`src/rtl/gemv_pkg.sv`:
```
// -----------------------------------------------------------------------------
// gemv_pkg
// Shared GEMV definitions used by the systolic array, its cells and the
// sequencer that feeds it. Element/result width and array length are defined
// here once, so every block that touches the array agrees on them.
// No ports (package).
// -----------------------------------------------------------------------------
package gemv_pkg;

    // Element and result width in bits (results wrap modulo 2^GEMV_DW).
    localparam int GEMV_DW    = 16;

    // Number of lanes (elements per row) in the systolic array.
    localparam int GEMV_SZ    = 4;

    // Default result FIFO depth; must be at least GEMV_SZ + 1.
    localparam int GEMV_DEPTH = 8;

endpackage : gemv_pkg

```
`src/rtl/gemv_out_fifo.sv`:
```
// -----------------------------------------------------------------------------
// gemv_out_fifo
// Result FIFO for the GEMV sequencer. Pointers wrap modulo DEPTH and a
// separate occupancy count tells full from empty. The head entry is presented
// on pop_data straight from storage, so it holds steady until it is popped.
//
// Ports
//   clk        : clock, rising edge
//   rst        : asynchronous active-high reset (clears pointers, count, storage)
//   push       : write push_data this cycle
//   push_data  : [DW-1:0] value to store
//   pop        : consume the head entry this cycle (ignored when empty)
//   pop_data   : [DW-1:0] head entry
//   count      : number of entries held
// -----------------------------------------------------------------------------
module gemv_out_fifo #(
    parameter int DW    = 16,
    parameter int DEPTH = 8
) (
    input  logic                       clk,
    input  logic                       rst,
    input  logic                       push,
    input  logic [DW-1:0]              push_data,
    input  logic                       pop,
    output logic [DW-1:0]              pop_data,
    output logic [$clog2(DEPTH+1)-1:0] count
);

    localparam int PTR_W = $clog2(DEPTH);
    localparam int CNT_W = $clog2(DEPTH + 1);
    localparam logic [PTR_W-1:0] PTR_LAST = PTR_W'(DEPTH - 1);
    localparam logic [CNT_W-1:0] CNT_FULL = CNT_W'(DEPTH);

    logic [DW-1:0]    mem_q [DEPTH];
    logic [PTR_W-1:0] wr_ptr_q;
    logic [PTR_W-1:0] wr_ptr_d;
    logic [PTR_W-1:0] rd_ptr_q;
    logic [PTR_W-1:0] rd_ptr_d;
    logic [CNT_W-1:0] count_q;
    logic [CNT_W-1:0] count_d;
    logic             pop_ok;
    logic             push_ok;

    // Advance a pointer, wrapping from DEPTH-1 back to 0 (DEPTH need not be a power of two).
    function automatic logic [PTR_W-1:0] ptr_inc(input logic [PTR_W-1:0] ptr);
        logic [PTR_W-1:0] nxt;
        if (ptr == PTR_LAST) begin
            nxt = {PTR_W{1'b0}};
        end else begin
            nxt = ptr + PTR_W'(1'b1);
        end
        return nxt;
    endfunction

    // Qualify push/pop and compute next pointers and occupancy.
    always_comb begin
        pop_ok   = pop && (count_q != {CNT_W{1'b0}});
        // A push into a full FIFO is still safe when the head leaves in the same cycle.
        push_ok  = push && ((count_q != CNT_FULL) || pop_ok);
        wr_ptr_d = wr_ptr_q;
        rd_ptr_d = rd_ptr_q;
        count_d  = count_q;
        if (push_ok) begin
            wr_ptr_d = ptr_inc(wr_ptr_q);
        end else begin
            wr_ptr_d = wr_ptr_q;
        end
        if (pop_ok) begin
            rd_ptr_d = ptr_inc(rd_ptr_q);
        end else begin
            rd_ptr_d = rd_ptr_q;
        end
        case ({push_ok, pop_ok})
            2'b10:   count_d = count_q + CNT_W'(1'b1);
            2'b01:   count_d = count_q - CNT_W'(1'b1);
            default: count_d = count_q;
        endcase
    end

    // Pointer and occupancy registers.
    always_ff @(posedge clk or posedge rst) begin
        if (rst) begin
            wr_ptr_q <= {PTR_W{1'b0}};
            rd_ptr_q <= {PTR_W{1'b0}};
            count_q  <= {CNT_W{1'b0}};
        end else begin
            wr_ptr_q <= wr_ptr_d;
            rd_ptr_q <= rd_ptr_d;
            count_q  <= count_d;
        end
    end

    // Result storage; cleared on reset so the head output is never undefined.
    always_ff @(posedge clk or posedge rst) begin
        if (rst) begin
            for (int k = 0; k < DEPTH; k++) begin
                mem_q[k] <= {DW{1'b0}};
            end
        end else if (push_ok) begin
            mem_q[wr_ptr_q] <= push_data;
        end else begin
            mem_q[wr_ptr_q] <= mem_q[wr_ptr_q];
        end
    end

    assign pop_data = mem_q[rd_ptr_q];
    assign count    = count_q;

endmodule : gemv_out_fifo

```
`src/rtl/gemv_sequencer.sv`:
```
// -----------------------------------------------------------------------------
// gemv_sequencer
// Feeds one matrix row and the vector into an external SZ-lane systolic array
// per accepted transfer, skewing lane i by i+1 cycles, and collects the
// array's dot-product output into a result FIFO in acceptance order.
// Acceptance is credit based: a row is only taken when the rows in flight
// plus the results already queued leave a free FIFO entry, so no result can
// ever be dropped.
//
// Ports
//   clk       : clock, rising edge
//   rst       : asynchronous active-high reset
//   in_valid  : a row is offered
//   in_ready  : row accepted when in_valid && in_ready
//   in_w      : [SZ-1:0][DW-1:0] matrix row, element i on index i
//   in_a      : [SZ-1:0][DW-1:0] vector, element i on index i
//   arr_w     : [SZ-1:0][DW-1:0] skewed weights to the array W input
//   arr_a     : [SZ-1:0][DW-1:0] skewed activations to the array A input
//   arr_o     : [DW-1:0] array output O
//   out_valid : a result is available
//   out_ready : result consumed when out_valid && out_ready
//   out_data  : [DW-1:0] dot-product result (mod 2^DW)
// -----------------------------------------------------------------------------
module gemv_sequencer
    import gemv_pkg::*;
#(
    parameter int DW    = GEMV_DW,
    parameter int SZ    = GEMV_SZ,
    parameter int DEPTH = GEMV_DEPTH
) (
    input  logic                   clk,
    input  logic                   rst,
    input  logic                   in_valid,
    output logic                   in_ready,
    input  logic [SZ-1:0][DW-1:0]  in_w,
    input  logic [SZ-1:0][DW-1:0]  in_a,
    output logic [SZ-1:0][DW-1:0]  arr_w,
    output logic [SZ-1:0][DW-1:0]  arr_a,
    input  logic [DW-1:0]          arr_o,
    output logic                   out_valid,
    input  logic                   out_ready,
    output logic [DW-1:0]          out_data
);

    localparam int CNT_W = $clog2(DEPTH + 1);
    localparam logic [CNT_W:0] CREDIT_LIMIT = (CNT_W + 1)'(DEPTH);

    logic             accept;
    logic             retire;
    logic             pop;
    logic [SZ:0]      vld_q;
    logic [SZ:0]      vld_d;
    logic [CNT_W-1:0] inflight_q;
    logic [CNT_W-1:0] inflight_d;
    logic [CNT_W-1:0] fifo_count;
    logic [CNT_W:0]   credit_used;

    // Credits come only from registered counts; rst forces the port low while asserted.
    assign credit_used = {1'b0, inflight_q} + {1'b0, fifo_count};
    assign in_ready    = !rst && (credit_used < CREDIT_LIMIT);
    assign accept      = in_valid && in_ready;
    // The last valid stage marks the cycle in which arr_o carries that row's result.
    assign retire      = vld_q[SZ];
    assign out_valid   = (fifo_count != {CNT_W{1'b0}});
    assign pop         = out_valid && out_ready;

    // Skew chains: lane i is delayed i+1 cycles and carries zero when no row occupies it.
    for (genvar i = 0; i < SZ; i++) begin : g_lane
        logic [DW-1:0] w_q [i+1];
        logic [DW-1:0] w_d [i+1];
        logic [DW-1:0] a_q [i+1];
        logic [DW-1:0] a_d [i+1];

        // Load the lane element on acceptance (zero otherwise) and shift the chain.
        always_comb begin
            if (accept) begin
                w_d[0] = in_w[i];
                a_d[0] = in_a[i];
            end else begin
                w_d[0] = {DW{1'b0}};
                a_d[0] = {DW{1'b0}};
            end
            for (int j = 1; j <= i; j++) begin
                w_d[j] = w_q[j-1];
                a_d[j] = a_q[j-1];
            end
        end

        // Skew chain registers for this lane.
        always_ff @(posedge clk or posedge rst) begin
            if (rst) begin
                for (int j = 0; j <= i; j++) begin
                    w_q[j] <= {DW{1'b0}};
                    a_q[j] <= {DW{1'b0}};
                end
            end else begin
                for (int j = 0; j <= i; j++) begin
                    w_q[j] <= w_d[j];
                    a_q[j] <= a_d[j];
                end
            end
        end

        assign arr_w[i] = w_q[i];
        assign arr_a[i] = a_q[i];
    end

    // Valid shift register and in-flight credit count.
    always_comb begin
        vld_d = {vld_q[SZ-1:0], accept};
        case ({accept, retire})
            2'b10:   inflight_d = inflight_q + CNT_W'(1'b1);
            2'b01:   inflight_d = inflight_q - CNT_W'(1'b1);
            default: inflight_d = inflight_q;
        endcase
    end

    // Valid pipeline and in-flight count; reset drops every row still in the array.
    always_ff @(posedge clk or posedge rst) begin
        if (rst) begin
            vld_q      <= {(SZ + 1){1'b0}};
            inflight_q <= {CNT_W{1'b0}};
        end else begin
            vld_q      <= vld_d;
            inflight_q <= inflight_d;
        end
    end

    gemv_out_fifo #(
        .DW    (DW),
        .DEPTH (DEPTH)
    ) u_out_fifo (
        .clk       (clk),
        .rst       (rst),
        .push      (retire),
        .push_data (arr_o),
        .pop       (pop),
        .pop_data  (out_data),
        .count     (fifo_count)
    );

endmodule : gemv_sequencer

```
`config.mk`:
```
export PLATFORM = sky130hd
export DESIGN_NAME = gemv_sequencer
export DESIGN_NICKNAME = d
export VERILOG_FILES = /design/src/rtl/gemv_pkg.sv /design/src/rtl/gemv_out_fifo.sv /design/src/rtl/gemv_sequencer.sv
export SDC_FILE = /design/constraint.sdc
export NUM_CORES = 1
export LEC_CHECK = 0
export CAP_MARGIN = 30
export CORE_MARGIN = 2
export CORE_UTILIZATION = 47
export DETAILED_ROUTE_END_ITERATION = 10
export PLACE_DENSITY = 0.87
export SYNTH_ARGS = -nofsm -noshare
export SYNTH_HDL_FRONTEND = slang
export SYNTH_SLANG_ARGS = --single-unit
```
`constraint.sdc`:
```
create_clock -name clk -period 13.4 [get_ports clk]
set_clock_uncertainty 0.05 [all_clocks]
set_input_delay 1.34 -clock clk [delete_from_list [all_inputs] [get_ports clk]]
set_output_delay 1.34 -clock clk [all_outputs]
set_load 0.005 [all_outputs]
```
; After elaboration in Yosys (flattened, before gate mapping)
; Cells that the tools add are included.
[word_totals]
ff_bits = 467
inputBits = 148
out_inout_bits = 146
word_cells = 87
[op_classes]
n_addsub = 7
n_lt_le_gt_ge = 4
eq_ne = 7
muxes = 23
bitwise = 2
n_reduce_logical = 11
[ops]
columns = op, count
row1 = bitwise mux 128 bit, 2
row2 = two-way mux 16 bit, 13
row3 = two-way mux 128 bit, 1
row4 = binary-select mux 16 bit (select 3 bit), 2
row5 = demux 16 bit (select 3 bit), 1
row6 = case mux 4 bit (2 select lines), 2
row7 = adder 4 x 1 -> 4 bit (second input constant), 2
row8 = greater-or-equal comparator 4 bit (second input constant), 2
row9 = NOT 3 -> 4 bit, 2
row10 = subtractor 4 x 1 -> 4 bit (second input constant), 2
row11 = adder 3 x 1 -> 3 bit (second input constant), 2
row12 = == test 3 bit (second input constant), 2
row13 = logical AND 1 bit, 6
row14 = two-way mux 3 bit, 2
row15 = adder 4 x 4 -> 5 bit, 1
row16 = < comparator 5 x 4 -> 1 bit (second input constant), 1
row17 = == test 2 x 1 -> 1 bit (second input constant), 2
row18 = == test 2 bit (second input constant), 2
row19 = < comparator 4 x 1 -> 1 bit (second input constant), 1
row20 = inequality test 4 bit (second input constant), 1
row21 = nonzero test 2 bit, 2
row22 = nonzero test 4 bit, 1
row23 = logical NOT 1 bit, 1
row24 = logical OR 1 bit, 1

; Depth between registers and ports, before layout
[logic_depth]
depth_word = 7
depth_mapped = 13
ltp_nobuf = 12

; Hierarchy
; From an unflattened synthesis, not the netlist that was laid out.
[hier_totals]
cells_unflattened = 1247
area_unflattened_um2 = 17195.2
[modules_own_cells]
columns = mod, instances, cells_each, area_per_inst_um2, seq_area_each_um2
row1 = gemv_sequencer, 1, 506, 9401.5, 8232.9
row2 = gemv_out_fifo, 1, 741, 7793.7, 3453.3

; Least setup slack after synthesis
; OpenSTA, ideal clock, no wires.
[synth_timing]
path_kind = input-to-reg
from = input rst
to = register inflight_q[2]
setup_ns = 0.125
arrival_ns = 3.399
required_ns = 13.225
slack_ns = 9.825
cell_stages = 12
path_buffers = 1
cell_sequence = or4_1 -> a21oi_1 -> clkbuf_1 -> and2_1 -> inv_1 -> ha_1 -> xor2_1 -> ha_1 -> a21oi_1 -> xor2_1 -> nor2_1 -> xor2_1
[synth_via]
elab_chain_len = 5
elab_cells_between_ends = 7
classes_between = 2 x eq/ne / 1 x mux / 4 x reduce/logical
[synth_rtl]
columns = element, line_no
row1 = start: declaration, gemv_sequencer.sv:32  ; input logic rst,
row2 = logical NOT 1 bit (no source line) *, -
row3 = logical AND 1 bit *, gemv_sequencer.sv:60  ; assign in_ready = !rst && (credit_used < CREDIT_LIMIT);
row4 = logical AND 1 bit *, gemv_sequencer.sv:61  ; assign accept = in_valid && in_ready;
row5 = named net accept, gemv_sequencer.sv:48  ; logic accept;
row6 = == test 2 x 1 -> 1 bit or == test 2 bit (tied branches), gemv_sequencer.sv:111  ; case ({accept, retire})
row7 = case mux 4 bit (2 select lines) or nonzero test 2 bit (tied branches), -
row8 = end signal: assignment, gemv_sequencer.sv:122  ; inflight_q <= {CNT_W{1'b0}};
row9 = end signal: assignment, gemv_sequencer.sv:125  ; inflight_q <= inflight_d;
row10 = end: declaration, gemv_sequencer.sv:53  ; logic [CNT_W-1:0] inflight_q;
; The timed path passes the listed nets; every way through them passes the cells marked *.
; A chain may end at the register's enable or synchronous reset.

; Worst setup path in the final report
[layout_timing]
from = input rst
to = output in_ready
[layout_via]
elab_chain_len = 2
[layout_rtl]
columns = element, line_no
row1 = logical NOT 1 bit (no source line), -
row2 = logical AND 1 bit, gemv_sequencer.sv:60
row3 = end: declaration, gemv_sequencer.sv:34  ; output logic in_ready,
; Every way passes these cells.

==> run metrics <==
post-DR vias/cell 5.44; Die W 193 µm; leading cell types by count after synthesis 467 x dfrtp_1, 144 x nand2_1, 130 x o21ai_0; CP peak stage delay 0.54 ns; async set-reset flop share out of synthesis 1.00; Mapped Nets 1386; sink of the worst hold path g_lane[2].a_d[8]$_DFF_PP0_; Worst EP required 12.01 ns; min-delay src g_lane[2].a_d[24]$_DFF_PP0_; Tcrit/Tclk final 0.329; Slew Limit Headroom 0.271; Placed Instances 1906; switching pwr 0.00162 W; synth warn 0; Setup CP Type primary input to output pin; syn avg cell area 13.7 µm²; Detailed Route Iter0 Violations 803; final non-filler cell total 1997; Worst-Skew Late Latency 0.57 ns; # H-tree levels 2; die area 37300 µm²; number of global-route vias before repair 11440; I/O pins 294; pin count of the biggest net entering global routing 191; clk slew on worst S/H paths 0.06 ns; drt pass-1 iters 5; Power Dens Cells 227 nW/µm²; Fmax 227 MHz; Port Buffers 293; row count 69; Yosys reg bits 467; Max Slew Vio Count 0; Cell Chain, Critical Path clkdlybuf4s50_1 > or4_1 > a21oi_4 > clkdlybuf4s50_1; leakage 10.5 nW; Slew @ Worst Pin 1.09 ns; status complete, no violations; Combinational Power Share 0.324; share of cells above drive strength 1 0.118; Hold WS 0.288 ns; core area 35400 µm²; P_int 0.00331 W; final setup fails 0; final setup TNS 0 ns; Synth Cell Area 16800 µm²; total vias in the final route 10856; antenna violations before repair 10; most frequent cell after synthesis dfrtp_1; Worst Hold Path Cells 0; fin nets 1656; GR Util All Layers 0.232; Critical Path Start Type primary input; EDFF count, synth 0; Worst Hold Class register to register; Crit path top cell by count clkdlybuf4s50_1; R2R Setup Slk 10.34 ns; CP Max Fanout 6; area grow syn2layout 29.5%; Initial Util 0.475; number of setup buffers added after CTS 0; DR WL/cell 21.2 µm; first-pass GRT wire length 65400 µm; sequential cell area fraction in the yosys report 0.695; Die H 193 µm; HPWL Detailed 26100 µm; TritonCTS clock tree built; GPL Wtd Cong 0.798; Setup crit end kind output pin; RSZ-0062 raised after global routing false; Yosys top cell by area dfrtp_1; RR Startpoint u_out_fifo.count[0]$_DFFE_PP0P_; R2R depth 10; Fin. Hold Viols 0; Netlist cell types 54; Final ANT Viol Nets 0; Max VDD drop 0.163 mV; drt drc 0; Crit-path slowest cell clkdlybuf4s50_1; max_cap viols 0; wirelength, routed 42300 µm; crit path DAT 3.02 ns; clock sinks 467; Clk pwr share 0.271; CTS buffer count 46; cts-stage hold buffer count 0; Top FF cell, synth dfrtp_1; top cell type's share of synthesized area 0.695; Max Buffers Root-to-Sink 3; crit path time final 4.41 ns; R2R Path End u_out_fifo.count[3]$_DFFE_PP0P_; synth top area cells dfrtp_1 70%, and3_1 4.8%, mux4_2 4.3%, o21ai_0 3.9%, nand2_1 3.2%; sequential power share 0.405; cts repair resizes 0; Root Driver clkbuf_16; switching part of the total power 0.328; GR Overflow Total 0; Syn Inst Count 1224; Final Util 0.615
critical path, delay by kind of cell:
family          cells  cell delay (ns)
compound gates      1             0.20
buf+inv             2             1.00
simple gates        1             0.48
registers in the layout (all words and copies together), names as in the netlist:
name,flops
arr_a,48
arr_w,48
g_lane.a_d,96
g_lane.a_q,16
g_lane.w_d,96
g_lane.w_q,16
inflight_q,4
u_out_fifo.count,4
u_out_fifo.mem_q,128
u_out_fifo.rd_ptr_q,3
u_out_fifo.wr_ptr_q,3
vld_q,5
area by class of cell:
class | instances | area [µm²]
Sequential cell | 467 | 11700
Multi-Input combinational cell | 655 | 4680
Fill cell | 2529 | 13600
Tap cell | 461 | 577
Inverter | 12 | 53.8
Clock buffer | 66 | 1310
Antenna cell | 7 | 17.5
Clock inverter | 17 | 300
Timing Repair Buffer | 312 | 3140
how the worst max path moves through the flow:
stage / from / end / slack [ns] / cells past startpoint
after floorplan: rst / arr_a[16]$_DFF_PP0_ / 5.69 / 1
after global placement: rst / arr_w[16]$_DFF_PP0_ / 8.87 / 5
after detailed placement: rst / arr_w[17]$_DFF_PP0_ / 8.76 / 5
after CTS: rst / in_ready / 8.98 / 4
after global routing: rst / in_ready / 8.93 / 4
final: rst / in_ready / 8.99 / 4
per-stage QoR:
| stage | area [µm²] | worst slack (ns) | power (W) |
|---|---|---|---|
| global placement | 20100 | 8.87 | 0.00349 |
| floorplan | 16800 | 5.69 | 0.00297 |
| detailed placement | 20100 | 8.76 | 0.00359 |
| global route | 21800 | 8.93 | 0.00521 |
| finish | 21800 | 8.99 | 0.00493 |
| CTS | 21700 | 8.98 | 0.00495 |
metal layers:
metal,track usage,share of wire
met5,0,0.00069
met4,0.0900,0.030
met3,0.0829,0.099
met2,0.382,0.50
met1,0.280,0.37
power by group through the flow:
stage | logic (W) | clock network [W] | registers (W)
4_1_cts | 0.00160 | 0.00136 | 0.00199
6_report | 0.00160 | 0.00134 | 0.00200
5_1_grt | 0.00175 | 0.00142 | 0.00204
2_1_floorplan | 0.00104 | 0 | 0.00193
3_5_place_dp | 0.00158 | 0 | 0.00201
3_3_place_gp | 0.00150 | 0 | 0.00199
cells by family after synthesis:
logic type,synth area share
AOI/OAI and AO/OA,0.0846
xor gates and xnor gates,0.00469
adders and majority gates,0.0109
buffers and inverters,0.0269
DFF,0.695
muxes,0.0771
and+or+nand+nor,0.100
placed cells by master (no fill, tap or decap), types with 10 or more instances in the layout:
cell type        synthesis  final
dfrtp_1                467    464
clkdlybuf4s50_1          0    292
nand2_1                144    144
o21ai_0                130    130
and3_1                 128    128
clkbuf_16                0     46
mux4_2                  32     32
mux2_2                  28     28
mux2i_1                 26     26
nand3b_1                17     17
a21oi_1                 16     15
buf_4                    4     14
ha_1                    13     13
clkbuf_1                64     12
inv_1                   11     10
Note: power is estimated with default switching activity, not from simulation.
==> edit, RTL diff (config.mk and constraints unchanged) <==
Set the package constant `GEMV_DW` to 32 (it was 16).
--- a/src/rtl/gemv_pkg.sv
+++ b/src/rtl/gemv_pkg.sv
@@ -9,5 +9,5 @@
 
     // Element and result width in bits (results wrap modulo 2^GEMV_DW).
-    localparam int GEMV_DW    = 16;
+    localparam int GEMV_DW    = 32;
 
     // Number of lanes (elements per row) in the systolic array.
Interface: changed (6 resized); port bits go from 294 to 582. No check against the original RTL was run, so the function may have changed too.
==> edit against the unedited design <==
- power grew 100%
- global-route usage is 6.6 points higher
- area after synthesis rose by 97%
- worst setup slack got worse by 660 ps
- final area grew 98%
- utilization increased by 0.22 points
- critical path depth unchanged
- wire length grew to 2.6 times the old value
- non-clock buffer count grew 306
- hold slack got worse by 38 ps
- sequential cell count up 448
- largest power group unchanged
==> edit: results (changes against the unedited design) <==
Yosys
  – Cells after Synth: 2383 (+95%)
  – Synth Net Count: 2689 (+94%)
  – Post-synthesis mux area share: 0.0751 (-0.00206)
  – XOR/XNOR Fraction of Synth Area: 0.00212 (-0.00257)
  – Distinct cells, synth: 55 (+1.9%)
  – Sequential fraction of the synthesis area: 0.692 (-0.00291)
  – Synth Area in Adders: 0.00552 (-0.00534)
  – Synth cell count leaders: dfrtp_1 (915), nand2_1 (269), and3_1 (259), o21ai_0 (165), clkbuf_1 (148)

Layout
  – Non-filler instance count after layout: 3949 (+98%)
  – Nets: 3218 (+94%)
  – Filler instances: 4996 (+98%)
  – Share of layout cells above drive strength 1: 0.134 (+0.0153)

Global route
  – GRT Util Overall: 0.298 (+0.0658)
  – GR met3 Demand/Resource: 0.0957 (+0.0128)
  – Met2 global-route usage: 0.479 (+0.0974)
  – First-pass GRT wire length: 159 mm (+140%)
  – Met1 GRT Util: 0.355 (+0.0751)
  – Initial antenna violation count: 47 (+37)
  – Largest net degree at the start of global routing: 222 (+16%)

Worst setup path
  – R2R Path Start: u_out_fifo.count[3]$_DFFE_PP0P_
  – Worst-path maximum fanout: 42 (+36)
  – Arrival @ worst endpoint: 3690 ps (+670 ps)
  – R2R Setup Slk: 9880 ps (-460 ps)
  – Crit-path slowest cell: dfrtp_2
  – R2R cell count: 8 (-2)
  – Reg-to-Reg End: g_lane[0].a_q[18]$_DFF_PP0_

Power
  – Peak supply drop: 193 uV (+19%)
  – Power Density: 234 nW/um2 (+3.2%)
  – Lkg Pwr: 20.6 nW (+97%)

Clocking
  – # H-tree levels: 3 (+1)
  – Number of CTS-inserted buffers: 91 (+98%)
  – Latest clock arrival within the worst-skew pair: 660 ps (+90 ps)
  – Clk slew on worst S/H paths: 60 ps (about the same)

STA
  – Hold_ws: 250 ps (-37.6 ps)

Route
  – Met1 WL: 37.7 mm (+140%)
  – Metal3 WL: 11.3 mm (+170%)
  – Detail Route met2 WL: 52.6 mm (+150%)
  – Vias: 22600 (+110%)

Placement
  – RePlAce Congestion: 0.924 (+16%)
  – Port bufs: 581 (+98%)
  – DP Cell Count: 3758 (+97%)
  – Setup Slack @ Placement: 8520 ps (-240 ps)
  – DP HPWL: 70.1 mm (+170%)
  – Dpl cell area: 39700 um2 (+98%)

Worst hold path
  – Hold_sp: g_lane[1].w_d[18]$_DFF_PP0_
  – Min-Delay Endpoint: arr_w[50]$_DFF_PP0_

Run status
  – Outcome: completed
-- edit: cell types whose count changed after synthesis, sizes merged, moves of 33 or more --
cell    delta
mux4      +33
dfrtp    +448
nand2    +125
clkbuf    +84
and3     +131
o31ai     +99
-- edit: cell families after synthesis --
kind of cell	Yosys count
AND/OR/NAND/NOR	635
adder cells (fa/ha/maj)	14
flip-flops	915
XOR/XNOR	8
AO/OA/AOI/OAI	430
buffers and inverters	221
multiplexers	160
-- edit: layout make-up --
| cell class | instances | share of cell area |
|---|---|---|
| Tap cell | 940 | 0.0273 |
| Clock buffer | 117 | 0.0583 |
| Inverter | 39 | 0.00348 |
| Timing Repair Buffer | 618 | 0.144 |
| Antenna cell | 24 | 0.00139 |
| Clock inverter | 49 | 0.0187 |
| Multi-Input combinational cell | 1247 | 0.216 |
| Sequential cell | 915 | 0.531 |
-- edit: report_power, final --
part | leakage (nW) | total (W) | internal [W] | switching [W]
Sequential | 12.3 | 0.00395 | 0.00344 | 0.000507
Combinational | 6.69 | 0.00335 | 0.00154 | 0.00181
Clock | 1.62 | 0.00279 | 0.00164 | 0.00115
-- edit: worst max path at each step --
stage | slack, ps | end | depth (start not counted) | start
CTS | 8300 | out_data[10] | 4 | u_out_fifo.rd_ptr_q[1]$_DFFE_PP0P_
global placement | 8450 | inflight_q[2]$_DFFE_PP0P_ | 13 | rst
finish | 8320 | out_data[10] | 4 | u_out_fifo.rd_ptr_q[1]$_DFFE_PP0P_
detailed placement | 8520 | g_lane[1].a_d[27]$_DFF_PP0_ | 5 | rst
global route | 8250 | out_data[10] | 4 | u_out_fifo.rd_ptr_q[1]$_DFFE_PP0P_
floorplan | -580 | arr_a[100]$_DFF_PP0_ | 1 | rst
